### src/rtl/ocm_avmm_pkg.sv
// ---------------------------------------------------------------------------
// ocm_avmm_pkg
// Shared constants, the lane type and lane helpers for the 32-bit to 128-bit
// Avalon-MM width adapter.
//   S_DW   : narrow (slave-side) data width
//   M_DW   : wide (master-side, OCM) data width
//   LANES  : number of narrow words in one wide beat
//   lane_t : index of a 32-bit word within a 128-bit beat (address bits [3:2])
// ---------------------------------------------------------------------------
package ocm_avmm_pkg;

   localparam int S_DW  = 32;
   localparam int M_DW  = 128;
   localparam int LANES = M_DW / S_DW;

   typedef logic [1:0] lane_t;

   // Extract the 32-bit word of a 128-bit beat that belongs to a lane.
   function automatic logic [S_DW-1:0] lane_select(input logic [M_DW-1:0] data,
                                                   input lane_t           lane);
      return data[{lane, 5'b0} +: S_DW];
   endfunction

   // Move the 4 narrow byte enables onto the byte lanes of the wide beat.
   function automatic logic [M_DW/8-1:0] be_shift(input logic [S_DW/8-1:0] be,
                                                  input lane_t             lane);
      return (M_DW/8)'(be) << {lane, 2'b00};
   endfunction

endpackage

### src/rtl/ocm_lane_fifo.sv
// ---------------------------------------------------------------------------
// ocm_lane_fifo
// Synchronous FIFO of lane indices, one entry per outstanding read. Its
// occupancy is the adapter's pending-read count. The head entry is visible
// combinationally so that a return beat can be narrowed in the cycle it pops.
// Ports:
//   clk, rst_n        : clock, asynchronous active-low reset
//   push, push_lane   : enqueue a lane (ignored while full)
//   pop               : dequeue the head (ignored while empty)
//   pop_lane          : current head entry
//   full, empty       : occupancy flags
// ---------------------------------------------------------------------------
module ocm_lane_fifo
   import ocm_avmm_pkg::*;
#(
   parameter int DEPTH = 8
) (
   input  logic  clk,
   input  logic  rst_n,
   input  logic  push,
   input  lane_t push_lane,
   input  logic  pop,
   output lane_t pop_lane,
   output logic  full,
   output logic  empty
);

   localparam int           AW       = $clog2(DEPTH);
   localparam logic [AW:0]  FULL_CNT = (AW+1)'(DEPTH);

   lane_t          mem [DEPTH];
   logic [AW-1:0]  wr_ptr;
   logic [AW-1:0]  rd_ptr;
   logic [AW:0]    count;
   logic           do_push;
   logic           do_pop;

   assign full     = (count == FULL_CNT);
   assign empty    = (count == '0);
   assign do_push  = push & ~full;
   assign do_pop   = pop & ~empty;
   assign pop_lane = mem[rd_ptr];

   // Storage needs no reset: an entry is only read after it has been written.
   always_ff @(posedge clk) begin
      if (do_push) begin
         mem[wr_ptr] <= push_lane;
      end
   end

   // DEPTH is a power of two, so the pointers wrap by plain overflow.
   always_ff @(posedge clk or negedge rst_n) begin
      if (!rst_n) begin
         wr_ptr <= '0;
         rd_ptr <= '0;
         count  <= '0;
      end else begin
         if (do_push) wr_ptr <= wr_ptr + 1'b1;
         if (do_pop)  rd_ptr <= rd_ptr + 1'b1;
         case ({do_push, do_pop})
            2'b10:   count <= count + 1'b1;
            2'b01:   count <= count - 1'b1;
            default: count <= count;
         endcase
      end
   end

endmodule

### src/rtl/ocm_avmm_width_adapter.sv
// ---------------------------------------------------------------------------
// ocm_avmm_width_adapter
// Bridges a 32-bit Avalon-MM master onto a 128-bit pipeline-bridge slave.
// Each narrow read/write becomes one wide access: write data is replicated
// into all four lanes and the byte enables are steered to lane addr[3:2].
// The lane of every accepted read is queued so the in-order 128-bit returns
// can be narrowed back to the requested 32-bit word.
// Ports:
//   clk_clk, reset_reset_n         : clock, asynchronous active-low reset
//   s_address/s_read/s_write/
//   s_writedata/s_byteenable       : narrow command in
//   s_waitrequest                  : narrow stall (combinational)
//   s_readdata/s_readdatavalid     : narrow read return
//   m_address/m_read/m_write/
//   m_writedata/m_byteenable       : wide command out (registered, 1 clk)
//   m_burstcount/m_debugaccess     : constant 1 / 0
//   m_waitrequest                  : wide stall in
//   m_readdata/m_readdatavalid     : wide read return in
//   addr_err                       : sticky, address above OCM_AW bits seen
//   proto_err                      : sticky, return with no read pending
// ---------------------------------------------------------------------------
module ocm_avmm_width_adapter
   import ocm_avmm_pkg::*;
#(
   parameter int MAX_PENDING = 8,
   parameter int OCM_AW      = 18
) (
   input  logic                clk_clk,
   input  logic                reset_reset_n,
   input  logic [31:0]         s_address,
   input  logic                s_read,
   input  logic                s_write,
   input  logic [S_DW-1:0]     s_writedata,
   input  logic [S_DW/8-1:0]   s_byteenable,
   output logic                s_waitrequest,
   output logic [S_DW-1:0]     s_readdata,
   output logic                s_readdatavalid,
   output logic [OCM_AW-1:0]   m_address,
   output logic                m_read,
   output logic                m_write,
   output logic [M_DW-1:0]     m_writedata,
   output logic [M_DW/8-1:0]   m_byteenable,
   output logic                m_burstcount,
   output logic                m_debugaccess,
   input  logic                m_waitrequest,
   input  logic [M_DW-1:0]     m_readdata,
   input  logic                m_readdatavalid,
   output logic                addr_err,
   output logic                proto_err
);

   logic            cmd_vld;
   logic            accept;
   logic            do_push;
   logic            do_pop;
   logic            fifo_full;
   logic            fifo_empty;
   lane_t           cmd_lane;
   lane_t           ret_lane;
   logic [S_DW-1:0] wdata;
   logic            unused_addr_bits;

   // Byte offset within the 32-bit word plays no part in a word access.
   assign unused_addr_bits = ^s_address[1:0];

   assign cmd_lane = s_address[3:2];
   assign cmd_vld  = m_read | m_write;

   // The single command register can take a new command when empty or when
   // its current one is leaving this cycle. A read also needs a free FIFO
   // slot; the full check ignores a same-cycle pop so the path stays short.
   assign accept        = (s_read | s_write) & (~cmd_vld | ~m_waitrequest)
                          & ~(s_read & fifo_full);
   assign s_waitrequest = (s_read | s_write) & ~accept;

   assign do_push = accept & s_read;
   assign do_pop  = m_readdatavalid & ~fifo_empty;

   assign m_burstcount  = 1'b1;
   assign m_debugaccess = 1'b0;

   genvar gi;
   generate
      for (gi = 0; gi < LANES; gi++) begin : g_wdata_rep
         assign m_writedata[gi*S_DW +: S_DW] = wdata;
      end
   endgenerate

   ocm_lane_fifo #(
      .DEPTH (MAX_PENDING)
   ) u_lane_fifo (
      .clk       (clk_clk),
      .rst_n     (reset_reset_n),
      .push      (do_push),
      .push_lane (cmd_lane),
      .pop       (do_pop),
      .pop_lane  (ret_lane),
      .full      (fifo_full),
      .empty     (fifo_empty)
   );

   // Command register. Out-of-range addresses are truncated, not blocked.
   always_ff @(posedge clk_clk or negedge reset_reset_n) begin
      if (!reset_reset_n) begin
         m_read       <= 1'b0;
         m_write      <= 1'b0;
         m_address    <= '0;
         m_byteenable <= '0;
         wdata        <= '0;
      end else if (accept) begin
         m_read       <= s_read;
         m_write      <= s_write;
         m_address    <= {s_address[OCM_AW-1:4], 4'h0};
         m_byteenable <= be_shift(s_byteenable, cmd_lane);
         wdata        <= s_writedata;
      end else if (!m_waitrequest) begin
         m_read       <= 1'b0;
         m_write      <= 1'b0;
      end
   end

   // Read return path: narrow the wide beat using the oldest queued lane.
   always_ff @(posedge clk_clk or negedge reset_reset_n) begin
      if (!reset_reset_n) begin
         s_readdatavalid <= 1'b0;
         s_readdata      <= '0;
      end else begin
         s_readdatavalid <= do_pop;
         if (do_pop) begin
            s_readdata <= lane_select(m_readdata, ret_lane);
         end
      end
   end

   // Sticky error flags, cleared only by reset.
   always_ff @(posedge clk_clk or negedge reset_reset_n) begin
      if (!reset_reset_n) begin
         addr_err  <= 1'b0;
         proto_err <= 1'b0;
      end else begin
         if (accept && (s_address[31:OCM_AW] != '0)) addr_err <= 1'b1;
         if (m_readdatavalid && fifo_empty)         proto_err <= 1'b1;
      end
   end

endmodule

### config.mk
export PLATFORM = sky130hd
export DESIGN_NAME = ocm_avmm_width_adapter
export DESIGN_NICKNAME = d
export VERILOG_FILES = /design/src/rtl/ocm_avmm_pkg.sv /design/src/rtl/ocm_lane_fifo.sv /design/src/rtl/ocm_avmm_width_adapter.sv
export SDC_FILE = /design/constraint.sdc
export NUM_CORES = 1
export LEC_CHECK = 0
export ABC_AREA = 1
export BUFFER_PORTS_ARGS = -buffer_cell sky130_fd_sc_hd__buf_2
export CORE_MARGIN = 3
export CORE_UTILIZATION = 28
export CTS_BUF_LIST = sky130_fd_sc_hd__clkbuf_4 sky130_fd_sc_hd__clkbuf_8
export CTS_CLUSTER_DIAMETER = 40
export DETAILED_ROUTE_END_ITERATION = 7
export PLACE_DENSITY_LB_ADDON = 0.08
export RECOVER_POWER = 100
export SLEW_MARGIN = 20
export SYNTH_ARGS = -nofsm -noshare
export SYNTH_HDL_FRONTEND = slang
export SYNTH_SLANG_ARGS = --single-unit
### constraint.sdc
create_clock -name clk_clk -period 2.3 [get_ports clk_clk]
set_clock_uncertainty 0.2 [all_clocks]
set_input_delay 0.115 -clock clk_clk [delete_from_list [all_inputs] [get_ports clk_clk]]
set_output_delay 0.115 -clock clk_clk [all_outputs]
set_load 0.005 [all_outputs]
### After elaboration in Yosys (flattened, before gate mapping)

Memory sizes are Yosys's and may differ from the RTL's.
Index checks and enable logic that the tools add are counted.

* register bits: 109
* RAM bits: 16
* input bits: 202
* output and inout port bits: 202
* word-level logic and storage cells: 51
* memories kept: 1

* add/sub/neg operators: 4
* equal/unequal tests: 4
* shift operators: 2
* mux-type cells: 6
* bitwise gates (word level): 17
* reductions and logical operators: 5

Memory list
* u_lane_fifo.mem: depth 8, bits a word 2, rd ports 1, clocked after Yosys merged registers in 0, wr ports 1, line ocm_lane_fifo.sv:31 `lane_t mem [DEPTH];`

Operator list (count)
* indexed part select 128 x 8 -> 32 bit: 1
* left shift 4 x 4 -> 16 bit: 1
* nonzero test 14 bit: 1
* AND 1 bit: 8
* one-hot mux 4 bit (2 select lines): 1
* adder 3 x 1 -> 3 bit, second input constant: 2
* inverter 1 bit: 6
* two-way mux 1 bit: 5
* adder 4 x 1 -> 4 bit, second input constant: 1
* equality test 4 bit, second input constant: 1
* logical NOT 4 bit: 1
* subtractor 4 x 1 -> 4 bit, second input constant: 1
* OR 1 bit: 3
* equality test 2 x 1 -> 1 bit, second input constant: 1
* equality test 2 bit, second input constant: 1
* logical AND 1 bit: 2
* inequality test 2 x 1 -> 1 bit, second input constant: 1
* nonzero test 2 bit: 1

### Longest topological paths before layout

* depth in word-level cells: 9
* depth in mapped cells: 15
* mapped depth without buffers: 15

### Hierarchy

From an unflattened synthesis, not the netlist that was laid out.

* cells, all modules: 1034
* area, all modules: 7370.8 µm²

Modules (own cells, without submodules)
* ocm_avmm_width_adapter: times used 1, cells an instance 884, area an instance 6027.0 µm², seq. area each 2477.4 µm²
* ocm_lane_fifo: times used 1, cells an instance 150, area an instance 1343.8 µm², seq. area each 730.7 µm²

### Worst setup path after synthesis

No wires, ideal clock.

* path kind: register to register
* start: register u_lane_fifo.count[0]
* end: register u_lane_fifo.count[1]
* library setup time: 125 ps
* arrival time: 1933 ps
* required time: 1975 ps
* path slack: 42 ps
* cell stages (with the launch flop): 11
* buffers on the path: 2
* clock period less this slack: 2258 ps
* cells stage by stage: dfrtp_1 -> nor2_1 -> a31oi_1 -> buf_2 -> buf_2 -> ha_1 -> nand2_1 -> inv_1 -> nor2_1 -> ha_1 -> mux2_2

* elaborated cells between the ends (all ways): 17
* those cells by class: add/sub: 2; eq/ne: 3; mux: 1; bitwise: 9; reduce/logical: 2

RTL lines
* start, declared: line ocm_lane_fifo.sv:34 `logic [AW:0] count;`
* start signal, assigned: line ocm_lane_fifo.sv:61 `2'b10: count <= count + 1'b1;`
* start signal, assigned: line ocm_lane_fifo.sv:62 `2'b01: count <= count - 1'b1;`
* start signal, assigned: line ocm_lane_fifo.sv:63 `default: count <= count;`
* logical NOT 4 bit (*): line ocm_lane_fifo.sv:39 `assign empty = (count == '0);`
* inverter 1 bit (*): line ocm_avmm_width_adapter.sv:77 `assign do_pop = m_readdatavalid & ~fifo_empty;`
* AND 1 bit (*): line ocm_avmm_width_adapter.sv:77
* named net do_pop: line ocm_avmm_width_adapter.sv:55 `logic do_pop;`
* AND 1 bit (*): line ocm_lane_fifo.sv:41 `assign do_pop = pop & ~empty;`
* equality test 2 x 1 -> 1 bit / equality test 2 bit (equally long branches): line ocm_lane_fifo.sv:60 `case ({do_push, do_pop})`
* one-hot mux 4 bit (2 select lines) / nonzero test 2 bit (equally long branches)

Mark *: on every way through the listed nets, which the timed path passes. The rest lies on a longest branch.
A chain may end at the register's enable or synchronous reset.

### Worst setup path after layout

* start: input s_address[31]
* end: register addr_err

* cells in the longest elaborated chain, start to end: 2

Ends and longest elaborated chain
* start, declared: line ocm_avmm_width_adapter.sv:30 `input logic [31:0] s_address,`
* nonzero test 14 bit: line ocm_avmm_width_adapter.sv:141 `if (accept && (s_address[31:OCM_AW] != '0)) addr_err <= 1'b1;`
* logical AND 1 bit: line ocm_avmm_width_adapter.sv:141
* end signal, assigned: line ocm_avmm_width_adapter.sv:138 `addr_err <= 1'b0;`
* end signal, assigned: line ocm_avmm_width_adapter.sv:141
* end, declared: line ocm_avmm_width_adapter.sv:48 `output logic addr_err,`

Every way passes these cells.

==> impl_metrics.ini <==
[status]
outcome = finished, final reports clean

[floorplanning]
io_pins = 404
start_util_pct = 28.6
coreArea_um2 = 26200
die-area_um2 = 28800
die_h_um = 170
die_w_um = 170
std_cell_rows = 59

[power_and_ir_drop]
power_switching_mw = 5.37
powerDensity_nw_per_um2 = 1070
power_frac_seq_pct = 28.7
switching_share_pct = 44.0
clkPwrFrac_pct = 19.0
internal-power_mw = 6.85
leakagePower_nw = 6.12
p_total_mw = 12.2
pwr-share-comb_pct = 52.3
ir_drop_uv = 474

[clock_network]
clkSlewWorstSetupHoldPaths_ns = 0.09
cts_tree = done
cts_max_path_buffers = 2
root_buffer = clkbuf_8
cts_sinks = 125
cts-buffers-inserted = 17
htree_levels = 4
insertion_delay_ns = 0.44

[hold_path]
min_delay_path_depth = 4
hold_path_class = input pin to register

[detailed_routing]
antenna_left = 0
routed_wl_mm = 27.0
vias = 7777
avgViaCountPerCell = 4.24
drc_errors = 0
wl_per_cell_um = 14.7
dr.first_iter.drc_count = 401
dr.pass1.iters = 5

[global_routing]
track_usage_pct = 18.2
top_usage_layer = met2
overflow = 0
met3_usage_pct = 4.78
grt_use_met1_pct = 24.5
grtUsageMet2_pct = 29.8
grt_pass1_wl_mm = 41.8
antenna_found_initial = 0
first_global_vias = 7709
grt_max_degree = 80

[sta]
slew_headroom_pct = 42.3
drv_slew = 0
setup_viol = 0
post-route-min-period_ns = 2.21
fin_ws_ns = 0.0937
timing.final.crit_share_pct = 95.9
worst_pin_slew_ns = 0.865
tns_ns = 0
hold_viol = 0
timing.fmax_ghz = 0.453

[finish]
nets = 1695
multi_input_area_um2 = 2790
area_growth_pct = 51.9
regArea_um2 = 3210
fin_area_um2 = 11400
final_util_pct = 43.5
post_route_cells_drive_above_1_share_pct = 23.8
fillCellCount = 2725
antennaDiodeCount = 0

[worst_setup_path]
endpoint_kind = register
cp_top_family = buffers and inverters
cp.arrival_ns = 2.34
crit_top_cell = dlygate4sd3_1
crit_path_start_kind = input pin
crit_cells = 7
worstSetupPathType = input pin to register
r2r_slack_ns = 0.15
cp_max_fo = 1
critical_path_buf_inv_count = 4
critical-path-slowest-cell = dlygate4sd3_1
reg2reg_depth = 12
required_ns = 2.43
path_cells = dlygate4sd3_1, buf_2, nor4_1, dlygate4sd3_1, nand4_1, dlygate4sd3_1, a21o_1
cpPeakStageDelay_ns = 0.59

[yosys]
ys_seq_area_share_pct = 42.8
synth_cell_types = 33
synth_top_area_cell = dfrtp_1
avgSynthCellArea_um2 = 7.47
synth.cell_area_um2 = 7500
syn-instance-count = 1004
synth_area_leaders = dfrtp_1 (36%), nand2_1 (19%), buf_4 (10%)
synthArstFlopShare_pct = 87.2
yosysWarnings = 0
synth_edf_count = 16
synth-seq-cells = 125
synth-main-ff-cell = dfrtp_1
synth_top_area_share_pct = 36.4

[placed_design]
dpl_cell_area_um2 = 9110
port_buffers = 395
dp_slack_ns = 0.120
gp_congestion = 0.826
dp_hpwl_mm = 18.6

[run]
drv_cap = 0
## sequential cells by signal (all words and copies together), names as in the netlist
register            count
u_lane_fifo.wr_ptr      3
u_lane_fifo.rd_ptr      3
u_lane_fifo.mem        16
m_read                  1
wdata                  32
addr_err                1
s_readdatavalid         1
m_address              14
m_write                 1
m_byteenable           16
u_lane_fifo.count       4
s_readdata             32
proto_err               1
## cells in the mapped netlist, types with 2 or more instances
cell      count
nand3_2       3
edfxtp_1     16
a21oi_1       4
ha_1          5
o21ai_0      20
nand2_2       2
buf_4       102
inv_2         3
inv_1       122
nor4_1        3
buf_1         3
nand3_1     122
xor2_1        6
buf_6        15
clkbuf_1     10
nand3b_1     32
nand2_1     376
dfrtp_1     109
nor2_1       15
buf_2        21
conb_1        2
nand4_1       2
## area by class of cell
| class | count | area share (%) |
|---|---|---|
| well taps | 335 | 3.68 |
| multi-input cells | 606 | 24.5 |
| repair buffers | 612 | 35.4 |
| flip-flops and latches | 125 | 28.2 |
| clock buffers | 17 | 2.05 |
| inverters | 126 | 4.20 |
| clock inverters | 15 | 2.02 |
## metal layers
layer / vias up / wire length (um)
met5: - / 0
met4: 0 / 184
met3: 12 / 2100
met2: 310 / 12500
met1: 3508 / 12200
li1: 3947 / -
## per-stage QoR
| step | hold slack [ns] | std cells |
|---|---|---|
| 2_1_floorplan | -0.381 | 1008 |
| 3_3_place_gp | -0.0803 | 1608 |
| 3_5_place_dp | -0.0691 | 1608 |
| 4_1_cts | 0.157 | 1832 |
| 5_1_grt | 0.165 | 1836 |
| 6_report | 0.206 | 1836 |
## layout by cell type (no fill, tap or decap), drive strengths merged, types with 2 or more instances in the layout
cell type	instances
nor2	15
bufinv	5
nand3	126
nand4	2
dlygate4sd3	192
nand2	379
edfxtp	16
dfrtp	109
nor4	3
nand3b	32
clkinv	3
buf	301
inv	133
conb	6
clkbuf	136
ha	5
xor2	6
o21ai	20
a21oi	4
## logic make-up after synthesis
family	after synthesis	share of synthesized area, %
muxes	1	0.150
buffers and inverters	277	20.9
xor gates and xnor gates	7	0.818
DFF	125	42.8
and+or+nand+nor	558	32.4
adders and majority gates	5	0.834
other	2	0.100
AOI/OAI and AO/OA	29	2.07
## power groups by stage
| stage | combinational, mW | sequential [mW] | clock, mW |
|---|---|---|---|
| floorplan | 4.45 | 3.48 | 0 |
| global placement | 6.37 | 3.51 | 0 |
| detailed placement | 6.33 | 3.53 | 0 |
| CTS | 6.61 | 3.50 | 2.42 |
| global route | 7.29 | 3.63 | 2.52 |
| finish | 6.39 | 3.51 | 2.32 |
## worst reg2reg max path: cells and delay by family (launching register included)
family | cells | cell delay, ns
adders and majority gates | 2 | 0.42
muxes | 1 | 0.25
DFF | 1 | 0.39
buffers and inverters | 3 | 0.21
and+or+nand+nor | 4 | 0.35
AOI/OAI and AO/OA | 2 | 0.23
## path summary, 6_finish.rpt
path                            startpoint              endpoint
min reg2reg                       addr_err              addr_err
min                        s_writedata[31]             wdata[31]
max reg2reg                        m_write  u_lane_fifo.count[1]
max in group asynchronous    reset_reset_n          m_address[4]
max                          s_address[31]              addr_err
min in group asynchronous    reset_reset_n             wdata[30]
## timing repair
item | 4_1_cts | 5_1_grt
setup endpoints to repair | 0 | 5
setup buffers | 0 | 4
resized for setup | 0 | 15
hold endpoints to repair | 225 | 0
hold buffers | 192 | 0
No activity file was read; power rests on OpenSTA's default activity.
